===== config.mk =====
export PLATFORM = sky130hd
export DESIGN_NAME = data_ram
export DESIGN_NICKNAME = d
export VERILOG_FILES = /design/src/rtl/data_ram_pkg.sv /design/src/rtl/data_ram_array.sv /design/src/rtl/data_ram.sv
export SDC_FILE = /design/constraint.sdc
export NUM_CORES = 1
export LEC_CHECK = 0
export BUFFER_PORTS_ARGS = -buffer_cell sky130_fd_sc_hd__buf_2
export CAP_MARGIN = 20
export CORE_MARGIN = 8
export CORE_UTILIZATION = 60
export DETAILED_ROUTE_END_ITERATION = 10
export HOLD_SLACK_MARGIN = 0.06
export PLACE_DENSITY = 0.88
export SYNTH_ARGS = -nofsm -noshare
export SYNTH_HDL_FRONTEND = slang
export SYNTH_HIERARCHICAL = 1
export SYNTH_SLANG_ARGS = --single-unit
export TNS_END_PERCENT = 5

===== constraint.sdc =====
create_clock -name clk -period 3.22 [get_ports clk]
set_clock_uncertainty 0.2 [all_clocks]
set_input_delay 0.483 -clock clk [delete_from_list [all_inputs] [get_ports clk]]
set_output_delay 0.483 -clock clk [all_outputs]
set_load 0.005 [all_outputs]

===== src/rtl/data_ram_pkg.sv =====
// Shared types and constants for data_ram: controller state encoding and depth derivation.
// The CLEAR state is used only when DATA_RAM_CLEAR_EN is defined.
package data_ram_pkg;

  typedef enum logic {
    CLEAR = 1'b0,
    IDLE  = 1'b1
  } state_t;

  function automatic int unsigned depth_f(input int unsigned addr_w);
    return 32'd1 << addr_w;
  endfunction

endpackage


===== src/rtl/data_ram_array.sv =====
// Word-addressed storage for data_ram: one synchronous write port and one registered read port.
// The read register clears on rst; the array contents are never touched by rst.
module data_ram_array
  import data_ram_pkg::*;
#(
  parameter int DATA_W = 8,
  parameter int ADDR_W = 4
) (
  input  logic              clk,
  input  logic              rst,
  input  logic              i_we,
  input  logic [ADDR_W-1:0] i_waddr,
  input  logic [DATA_W-1:0] i_wdata,
  input  logic              i_re,
  input  logic [ADDR_W-1:0] i_raddr,
  output logic [DATA_W-1:0] o_rdata
);

  localparam int unsigned DEPTH = depth_f(ADDR_W);

  // Zero at time 0 so builds without the clear sweep still read back defined data.
  logic [DATA_W-1:0] r_mem [DEPTH] = '{default: '0};
  logic [DATA_W-1:0] r_rdata;

  always_ff @(posedge clk) begin
    if (i_we) r_mem[i_waddr] <= i_wdata;
  end

  always_ff @(posedge clk) begin
    if (rst)       r_rdata <= '0;
    else if (i_re) r_rdata <= r_mem[i_raddr];
  end

  assign o_rdata = r_rdata;

endmodule


===== src/rtl/data_ram.sv =====
// Single-port request/response RAM with optional zero-sweep controller.
// Define DATA_RAM_CLEAR_EN to build the CLEAR state, sweep pointer and clr handling.
module data_ram
  import data_ram_pkg::*;
#(
  parameter int DATA_W = 8,
  parameter int ADDR_W = 4
) (
  input  logic              clk,
  input  logic              rst,
  input  logic              clr,
  input  logic              req_valid,
  output logic              req_ready,
  input  logic              req_we,
  input  logic [ADDR_W-1:0] req_addr,
  input  logic [DATA_W-1:0] req_wdata,
  output logic              rsp_valid,
  output logic [DATA_W-1:0] rsp_rdata,
  output logic              busy
);

  logic              w_accept;
  logic              w_rd;
  logic              w_we;
  logic [ADDR_W-1:0] w_waddr;
  logic [DATA_W-1:0] w_wdata;
  logic              r_rsp_valid;

  // rst wins over a request presented in the same cycle.
  assign w_accept = req_valid && req_ready && !rst;
  assign w_rd     = w_accept && !req_we;

`ifdef DATA_RAM_CLEAR_EN
  state_t            r_state;
  logic [ADDR_W-1:0] r_sweep_ptr;

  assign busy      = (r_state == CLEAR);
  assign req_ready = (r_state == IDLE) && !clr;

  always_ff @(posedge clk) begin
    if (rst) begin
      r_state     <= CLEAR;
      r_sweep_ptr <= '0;
      r_rsp_valid <= 1'b0;
    end else begin
      r_rsp_valid <= w_rd;
      case (r_state)
        CLEAR: begin
          // Natural wrap returns the pointer to 0 as the sweep finishes.
          r_sweep_ptr <= r_sweep_ptr + ADDR_W'(1);
          if (&r_sweep_ptr) r_state <= IDLE;
        end
        IDLE: begin
          if (clr) begin
            r_state     <= CLEAR;
            r_sweep_ptr <= '0;
          end
        end
        default: r_state <= CLEAR;
      endcase
    end
  end

  assign w_we    = !rst && (busy || (w_accept && req_we));
  assign w_waddr = busy ? r_sweep_ptr : req_addr;
  assign w_wdata = busy ? '0 : req_wdata;
`else
  logic w_unused_clr;

  assign w_unused_clr = clr;
  assign busy         = 1'b0;
  assign req_ready    = 1'b1;

  always_ff @(posedge clk) begin
    if (rst) r_rsp_valid <= 1'b0;
    else     r_rsp_valid <= w_rd;
  end

  assign w_we    = w_accept && req_we;
  assign w_waddr = req_addr;
  assign w_wdata = req_wdata;
`endif

  assign rsp_valid = r_rsp_valid;

  data_ram_array #(
    .DATA_W (DATA_W),
    .ADDR_W (ADDR_W)
  ) u_array (
    .clk     (clk),
    .rst     (rst),
    .i_we    (w_we),
    .i_waddr (w_waddr),
    .i_wdata (w_wdata),
    .i_re    (w_rd),
    .i_raddr (req_addr),
    .o_rdata (rsp_rdata)
  );

endmodule


==> impl_metrics.toml <==
[die]
ios = 28
rows = 34
die_area_um2 = 12300
die_h_um = 111
die_w_um = 111
start_util_pct = 62.0
core-area_um2 = 8720

[place]
hpwlAfterDp_mm = 6.58
gp_congestion = 0.777
io_buffers = 24
placed_area_um2 = 5630

[detailed_routing]
drc_errors = 0
drt_first_pass_iters = 5
vias_per_cell = 6.19
wl_per_cell_um = 22.6
vias = 3031
wirelength_mm = 11.1
first_iter_violations = 210
antenna_left = 0

[cts]
cts_root_buf = "clkbuf_8"
cts.sinks = 137
clock_latency_ns = 0.51
path_clk_slew_ns = 0.06
cts.path.max_buffers = 2
numCtsBuffers = 17
cts_tree = "built"
htree_levels = 4
post_cts_buffers = 0

[global_routing]
antenna_found_initial = 0
grt_max_degree = 39
grt_pass1_wl_mm = 17.0
grt-ovfl-total = 0
grt_pass1_vias = 3048
grt_use_total_pct = 18.2

[cells_and_area]
syn_to_final_growth_pct = 16.0
nets = 386
multi_input_area_um2 = 1230
fillers = 498
drive_gt1_share_pct = 18.6
stdcell_area_um2 = 6270
n_antenna_cell = 0
regArea_um2 = 4020

[critical_path]
slowest_stage = "nor2_1"
max_stage_delay_ns = 0.74
crit_chain = "dlygate4sd3_1 -> buf_2 -> and3b_1 -> nand3b_1 -> nor2_1"
cp-end-kind = "register"
r2r_setup_slack_ns = 1.89
worst-setup-path-type = "input port to register"
arrival_ns = 2.36
cp.required_ns = 3.15
start_kind = "input port"
critical_path_peak_fanout = 8

[sta]
tightest_slew_ns = 0.928
slew_viol_final = 0
max_slew_margin_pct = 38.1
period_needed_ns = 2.43
final.setup.tns_ns = 0
fin_crit_sh_pct = 75.4
hold_violations = 0
rsz0062_at_grt = "no"
fmax_mhz = 412
finalSetupViolCount = 0

[synthesis]
ys_seq_area_share_pct = 74.4
synthArstFlopShare_pct = 0
yosysUniqueCellTypes = 23
syn_area_per_cell_um2 = 16.7
synth_flop_cell = "edfxtp_1"
ys_seq_elements = 137
synth_top_area_share_pct = 71.0
netlist_area_um2 = 5410
ys_warn_count = 6
yosys.area.top_type = "edfxtp_1"
synth_edf_count = 128
synth_nets = 341
synth.area.top_cells = "edfxtp_1 (71%), mux2i_1 (12%), dfxtp_1 (3.3%)"
syn_inst = 324

[min_path]
hp-class = "input port to register"

[outcome]
outcome = "finished, final reports clean"

[power]
vdd_ir_drop_max_uv = 344
p_leak_uw = 0.00229
power.density_nw_per_um2 = 662

[run]
max_cap_viol_count = 0
-- stage by stage --
stage / std cells / power [uW] / hold WS, ns / utilization [%] / setup slack [ns]
2_1_floorplan: 324 / 2110 / 0.250 / - / 0.815
5_1_grt: 490 / 4260 / 0.151 / 71.9 / 0.770
3_3_place_gp: 456 / 2150 / 0.236 / 64.6 / 0.776
3_5_place_dp: 456 / 2160 / 0.238 / 64.6 / 0.653
4_1_cts: 490 / 4160 / 0.147 / 71.9 / 0.833
6_report: 490 / 4150 / 0.161 / 71.9 / 0.793
-- Yosys cell counts (all sizes together) (3+ instances only) --
library cell / number
edfxtp: 128
mux2i: 64
nand3: 25
a22oi: 24
nand2: 17
buf: 16
nor2: 14
dfxtp: 9
a21oi: 8
nor3: 4
nand3b: 3
nor3b: 3
-- routing by layer --
metal | routed length (um) | vias up | share of wire, % | GRT usage, %
li1 | - | 1349 | - | -
met1 | 4560 | 1514 | 41 | 22.8
met4 | 272 | 0 | 2.5 | 8.02
met5 | 0 | - | 0 | 0
met2 | 5570 | 145 | 50 | 29.0
met3 | 678 | 23 | 6.1 | 4.92
-- worst paths after layout --
| path | depth (start not counted) | start | end |
|---|---|---|---|
| setup / recovery | 5 | req_we | u_array/r_mem[6][5] |
| hold / removal | 1 | req_wdata[7] | u_array/r_mem[1][7] |
| setup reg to reg | 4 | u_array/r_mem[12][3] | u_array/o_rdata[3] |
| hold reg to reg | 2 | u_array/o_rdata[2] | u_array/o_rdata[2] |
-- cell families after synthesis --
kind of cell / share of synthesized area [%]
AO/OA/AOI/OAI: 4.07
buffers and inverters: 2.91
flip-flops: 74.4
multiplexers: 11.8
other: 0.139
AND/OR/NAND/NOR: 6.66
-- critical path, delay by kind of cell --
family	cells	cell delay, ns
simple gates	3	1.22
buf+inv	2	0.65
-- cells in the final DEF (no fill, tap or decap), types with 3 or more instances in the layout --
master	n
edfxtp_1	128
a21oi_1	8
bufinv_16	5
mux2i_1	64
nand2_1	17
nor3_1	4
a22oi_1	24
dfxtp_1	9
buf_4	17
clkinv_2	3
nand3b_1	3
nand3_1	25
buf_2	23
clkbuf_16	16
clkbuf_1	3
nor2_1	14
-- flip-flops by register name (all words and copies together) (netlist names) --
name / flops
u_array/o_rdata: 8
rsp_valid: 1
u_array/r_mem: 128
-- final cells by class --
cell class | instances | share of cell area [%]
flip-flops and latches | 137 | 64.1
multi-input cells | 171 | 19.6
well taps | 108 | 2.15
clock inverters | 12 | 3.15
clock buffers | 20 | 6.78
repair buffers | 42 | 4.19
-- timing repair --
action                                  4_1_cts  5_1_grt
hold buffers                                  2        0
resized for setup                             0        0
endpoints found under the setup margin        0        0
endpoints found under the hold margin         1        0
-- where the power goes --
group          switching [uW]  internal, uW  total, uW
Sequential               5.56          1960       1970
Clock                     687          1330       2020
Combinational             106          56.8        163
Power figures use the tool's default switching activity.
